$ cat src/rtl/fm_mod_gen2.sv
// FM/PM phase generator: offset-binary sample scaled by a deviation word steers a phase
// accumulator; three-stage datapath with carrier-only fallback when the sample stream stalls.
module fm_mod_gen2 #(
    parameter int INPUT_WIDTH  = 12,
    parameter int PHASE_WIDTH  = 32,
    parameter int OUTPUT_WIDTH = 12,
    parameter int DEV_WIDTH    = 20,
    parameter int TIMEOUT      = 1024
) (
    input  logic                    clk_in,
    input  logic                    RST,
    input  logic [INPUT_WIDTH-1:0]  wave_in,
    input  logic                    wave_valid,
    input  logic                    cfg_load,
    input  logic [PHASE_WIDTH-1:0]  center_fre,
    input  logic [DEV_WIDTH-1:0]    move_fre,
    input  logic [1:0]              mode,
    output logic [PHASE_WIDTH-1:0]  freq_word,
    output logic [OUTPUT_WIDTH-1:0] phase_out,
    output logic                    ovr,
    output logic                    idle
);

    localparam int OFS_W = INPUT_WIDTH + DEV_WIDTH + 1;
    localparam int SUM_W = (OFS_W + 1 > PHASE_WIDTH + 2) ? OFS_W + 1 : PHASE_WIDTH + 2;
    localparam int CNT_W = $clog2(TIMEOUT + 1);
    localparam logic [CNT_W-1:0] CNT_MAX = CNT_W'(TIMEOUT);
    localparam logic [1:0] MODE_PM = 2'd1;
    localparam logic [1:0] MODE_CW = 2'd2;
    localparam logic signed [SUM_W-1:0] FREQ_MAX =
        {{(SUM_W-PHASE_WIDTH){1'b0}}, {PHASE_WIDTH{1'b1}}};

    function automatic logic signed [SUM_W-1:0] sext_ofs(input logic signed [OFS_W-1:0] o);
        return {{(SUM_W-OFS_W){o[OFS_W-1]}}, o};
    endfunction

    // MSB is the saturation flag, the rest the clamped frequency word
    function automatic logic [PHASE_WIDTH:0] clamp_freq(input logic signed [SUM_W-1:0] s);
        if (s[SUM_W-1])
            return {1'b1, {PHASE_WIDTH{1'b0}}};
        else if (s > FREQ_MAX)
            return {1'b1, {PHASE_WIDTH{1'b1}}};
        else
            return {1'b0, s[PHASE_WIDTH-1:0]};
    endfunction

    logic [PHASE_WIDTH-1:0]          center_q, center_p_q;
    logic [DEV_WIDTH-1:0]            dev_q;
    logic [1:0]                      mode_q, mode_p_q;
    logic signed [INPUT_WIDTH-1:0]   sample_q;
    logic signed [OFS_W-1:0]         offset_q;
    logic [PHASE_WIDTH-1:0]          freq_q, pm_off_q, acc_q;
    logic [OUTPUT_WIDTH-1:0]         phase_q;
    logic                            ovr_q;
    logic [CNT_W-1:0]                idle_cnt_q;

    logic signed [OFS_W-1:0]         mul_a, mul_b, offset_d;
    logic signed [SUM_W-1:0]         ofs_ext, sum_d;
    logic [PHASE_WIDTH:0]            clamp_d;
    logic                            pm_mode, sat_d, ovr_d;
    logic [PHASE_WIDTH-1:0]          freq_d, pm_off_d;

    assign idle = (idle_cnt_q == CNT_MAX);

    // S2: full-width signed product, no truncation
    assign mul_a    = {{(OFS_W-INPUT_WIDTH){sample_q[INPUT_WIDTH-1]}}, sample_q};
    assign mul_b    = {{(OFS_W-DEV_WIDTH){1'b0}}, dev_q};
    assign offset_d = (mode_q == MODE_CW || idle) ? '0 : mul_a * mul_b;

    // S3: FM clamps into the unsigned word range; PM passes the offset to the phase path
    assign ofs_ext  = sext_ofs(offset_q);
    assign sum_d    = $signed({{(SUM_W-PHASE_WIDTH){1'b0}}, center_p_q}) + ofs_ext;
    assign clamp_d  = clamp_freq(sum_d);
    assign pm_mode  = (mode_p_q == MODE_PM);
    assign freq_d   = pm_mode ? center_p_q : clamp_d[PHASE_WIDTH-1:0];
    assign sat_d    = !pm_mode && clamp_d[PHASE_WIDTH];
    assign pm_off_d = pm_mode ? ofs_ext[PHASE_WIDTH-1:0] : '0;
    assign ovr_d    = sat_d | (ovr_q & ~cfg_load);

    always_ff @(posedge clk_in or posedge RST) begin
        if (RST) begin
            center_q   <= '0;
            dev_q      <= '0;
            mode_q     <= '0;
            sample_q   <= '0;
            idle_cnt_q <= '0;
            offset_q   <= '0;
            center_p_q <= '0;
            mode_p_q   <= '0;
            freq_q     <= '0;
            pm_off_q   <= '0;
            ovr_q      <= 1'b0;
            acc_q      <= '0;
            phase_q    <= '0;
        end else begin
            // S1: config capture, sample capture, stall detection
            if (cfg_load) begin
                center_q <= center_fre;
                dev_q    <= move_fre;
                mode_q   <= mode;
            end
            if (wave_valid) begin
                sample_q   <= $signed({~wave_in[INPUT_WIDTH-1], wave_in[INPUT_WIDTH-2:0]});
                idle_cnt_q <= '0;
            end else if (idle_cnt_q != CNT_MAX) begin
                idle_cnt_q <= idle_cnt_q + CNT_W'(1);
            end
            // S2: carrier and mode travel with the offset so config changes land together
            offset_q   <= offset_d;
            center_p_q <= center_q;
            mode_p_q   <= mode_q;
            // S3
            freq_q   <= freq_d;
            pm_off_q <= pm_off_d;
            ovr_q    <= ovr_d;
            // Phase accumulator wraps modulo 2^PHASE_WIDTH
            acc_q   <= acc_q + freq_q;
            phase_q <= OUTPUT_WIDTH'((acc_q + pm_off_q) >> (PHASE_WIDTH - OUTPUT_WIDTH));
        end
    end

    assign freq_word = freq_q;
    assign phase_out = phase_q;
    assign ovr       = ovr_q;

endmodule

$ cat config.mk
export PLATFORM = sky130hd
export DESIGN_NAME = fm_mod_gen2
export DESIGN_NICKNAME = d
export VERILOG_FILES = /design/src/rtl/fm_mod_gen2.sv
export SDC_FILE = /design/constraint.sdc
export NUM_CORES = 1
export LEC_CHECK = 0
export CAP_MARGIN = 20
export CORE_UTILIZATION = 50
export CTS_CLUSTER_DIAMETER = 30
export CTS_CLUSTER_SIZE = 30
export DETAILED_ROUTE_END_ITERATION = 16
export HOLD_SLACK_MARGIN = 0.1
export PLACE_DENSITY = 0.73
export SETUP_SLACK_MARGIN = 0.15
export SLEW_MARGIN = 10
export SYNTH_ARGS = -nofsm -noshare
export SYNTH_HDL_FRONTEND = slang
export SYNTH_SLANG_ARGS = --single-unit
$ cat constraint.sdc
create_clock -name clk_in -period 21.6 [get_ports clk_in]
set_input_delay 5.4 -clock clk_in [delete_from_list [all_inputs] [get_ports clk_in]]
set_output_delay 5.4 -clock clk_in [all_outputs]
set_load 0.01 [all_outputs]
==> metrics <==
status finished, final reports clean; fin. max-slew vios 0; Util after Layout 0.594; Die ar. 41300 um^2; setup TNS 0 ns; Bufs on Longest Clock Path 3; vias in the first global route 15122; CTS Hold Buffers Added 0; sequential area share after synthesis 0.313; gr usage total 0.229; Syn Nets 2469; Die Span Y 203 um; Worst Skew 0.0385 ns; worst hold-check path type flip-flop to flip-flop; asr flop ratio synth 1.00; Synth Area in Compound Gates 0.111; EDFF count, synth 0; Initial Util 0.508; largest net degree at the start of global routing 99; initial antenna violation count 0; Final Critical Period 7.78 ns; later-pin clock latency in the skew report 0.59 ns; Crit Path Class flip-flop to primary output; Core Area 39800 um^2; startpoint types flip-flop; Distinct cells, synth 73; I/O Pins 116; GP Congestion 0.942; Max Cap Viol 0; first-pass GRT wire length 75.2 mm; crit path max fanout 8; Post-CTS Resized 0; Synth Instances 2029; number of synthesized register bits 253; worst-margin pin slew 0.942 ns; CTS Root Cell clkbuf_16; CTS clk-pin slew, worst paths 0.05 ns; Worst EP required 16.20 ns; Final nets 2568; CTS Sinks 253; Adder-Cell Fraction of Synth Area 0.297; Synth Cell Area 20200 um^2; ANT nets after route 0; xor/xnor cell area share of the yosys netlist 0.0385; Arr. time, crit path 2.38 ns; Primary FF master, synth dfrtp_1; FP Rows 73; period utilization 0.360; port bufs 115; Max Clk Rate 0.129 GHz; DRC Markers 0; Area growth syn-to-layout 16.9%; H-tree Lvls 2; syn avg cell area 9.97 um^2; proportion of synthesized area in mux cells 0.0371; Post-CTS Setup Bufs 0; DR iter-0 viols 810; post-DR vias/cell 5.36; Die W 203 um; DRT Pass-1 Iters 5; total grt overflow 0; CTS tree done; Slew Limit Headroom 0.370; Post-Route WL 44.3 mm; share of cells above drive strength 1 0.0995; Final Hold Fails 0; simple-gate share of the synthesized area 0.135; largest family of logic cells by synthesized area adder cells; Post-DP HPWL 33.8 mm; ant diodes 0; unrepaired setup endpoints after global routing false; Wirelength per Cell 16.4 um; setup slack, reg-to-reg 15.30 ns; YS warnings 0; vias 14457; final setup vio count 0; crit end category primary output; CTS buffer count 52
[state kept, by name (all words and copies together) (netlist names)]
register / flops
center_p_q: 32
mode_p_q: 2
sample_q: 12
dev_q: 20
freq_word: 32
center_q: 32
idle_cnt_q: 11
offset_q: 33
mode_q: 2
acc_q: 32
phase_out: 12
pm_off_q: 32
ovr: 1
[path summary, 6_finish.rpt]
path                               start       endpoint  cells past startpoint
hold / removal               center_q[7]  center_p_q[7]                      0
hold reg to reg              center_q[7]  center_p_q[7]                      0
min in group asynchronous            RST    sample_q[0]                      2
setup reg to reg             sample_q[4]   offset_q[32]                     19
max in group asynchronous            RST       dev_q[2]                      3
setup / recovery           idle_cnt_q[3]           idle                      3
[synth_stat cells, drive strengths merged (60+ instances only)]
library cell	count	area (um^2)
mux2	64	721
nand2	236	886
nor2	83	312
fa	183	3660
dfrtp	253	6330
o21ai	77	494
inv	270	1010
xnor2	60	526
a21oi	91	467
ha	187	2340
clkbuf	67	255
and2	97	608
[area by class of cell]
class | instances | area, um^2
Inverter | 270 | 1020
Multi-Input combinational cell | 1428 | 12500
Clock buffer | 59 | 1360
Sequential cell | 253 | 6330
Fill cell | 3247 | 16200
Timing Repair Buffer | 123 | 1250
Clock inverter | 37 | 490
Tap cell | 525 | 657
[layer usage]
layer,track usage,up-vias,part of all wire
met5,0,-,0
met4,0.0830,0,0.028
met3,0.0464,85,0.056
met2,0.379,404,0.48
met1,0.297,7071,0.44
li1,-,6897,-
[cells in the final DEF (no fill, tap or decap), drive strengths merged, types with 5 or more instances in the layout]
cell           instances
and2                  97
clkdlybuf4s50        114
nand2b                14
nor4                   6
nand3                 23
o31ai                  6
mux2                  64
o21bai                20
o211ai                12
or3                    9
and4                   5
clkbuf                59
xor2                  29
a31oi                  5
ha                   187
nand4                 13
xnor2                 60
nor2b                 10
buf                    9
bufinv                 8
a211oi                20
clkinvlp               8
o21a                  12
nor2                  83
a21boi                 6
a21o                  48
nor3                  56
nor3b                  6
clkinv                11
and3                   8
o21ai                 77
dfrtp                253
a21oi                 91
nand2                236
fa                   183
inv                  280
[per-stage QoR]
stage | instances | worst slack, ns | cell area (um^2) | hold WS (ns)
floorplan | 2029 | 9.24 | 20200 | 0.350
global placement | 2597 | 14.11 | 21700 | 0.357
detailed placement | 2597 | 14.08 | 21700 | 0.359
CTS | 2693 | 13.79 | 23600 | 0.371
global route | 2695 | 13.70 | 23600 | 0.383
finish | 2695 | 13.82 | 23600 | 0.369
[kinds of logic after synthesis]
kind of cell	after synthesis
compound gates	329
xor+xnor	89
fa+ha+maj	370
buf+inv	348
flops	253
mux	67
simple gates	573
[critical path: stages (launching register included)]
cell	delay [ns]
dfrtp_1	0.42
nor4_1	0.27
and4_1	0.48
clkdlybuf4s50_1	0.63
Power is not shown: default switching activity piles up to over one toggle a cycle in this logic, so the estimate is an artifact.
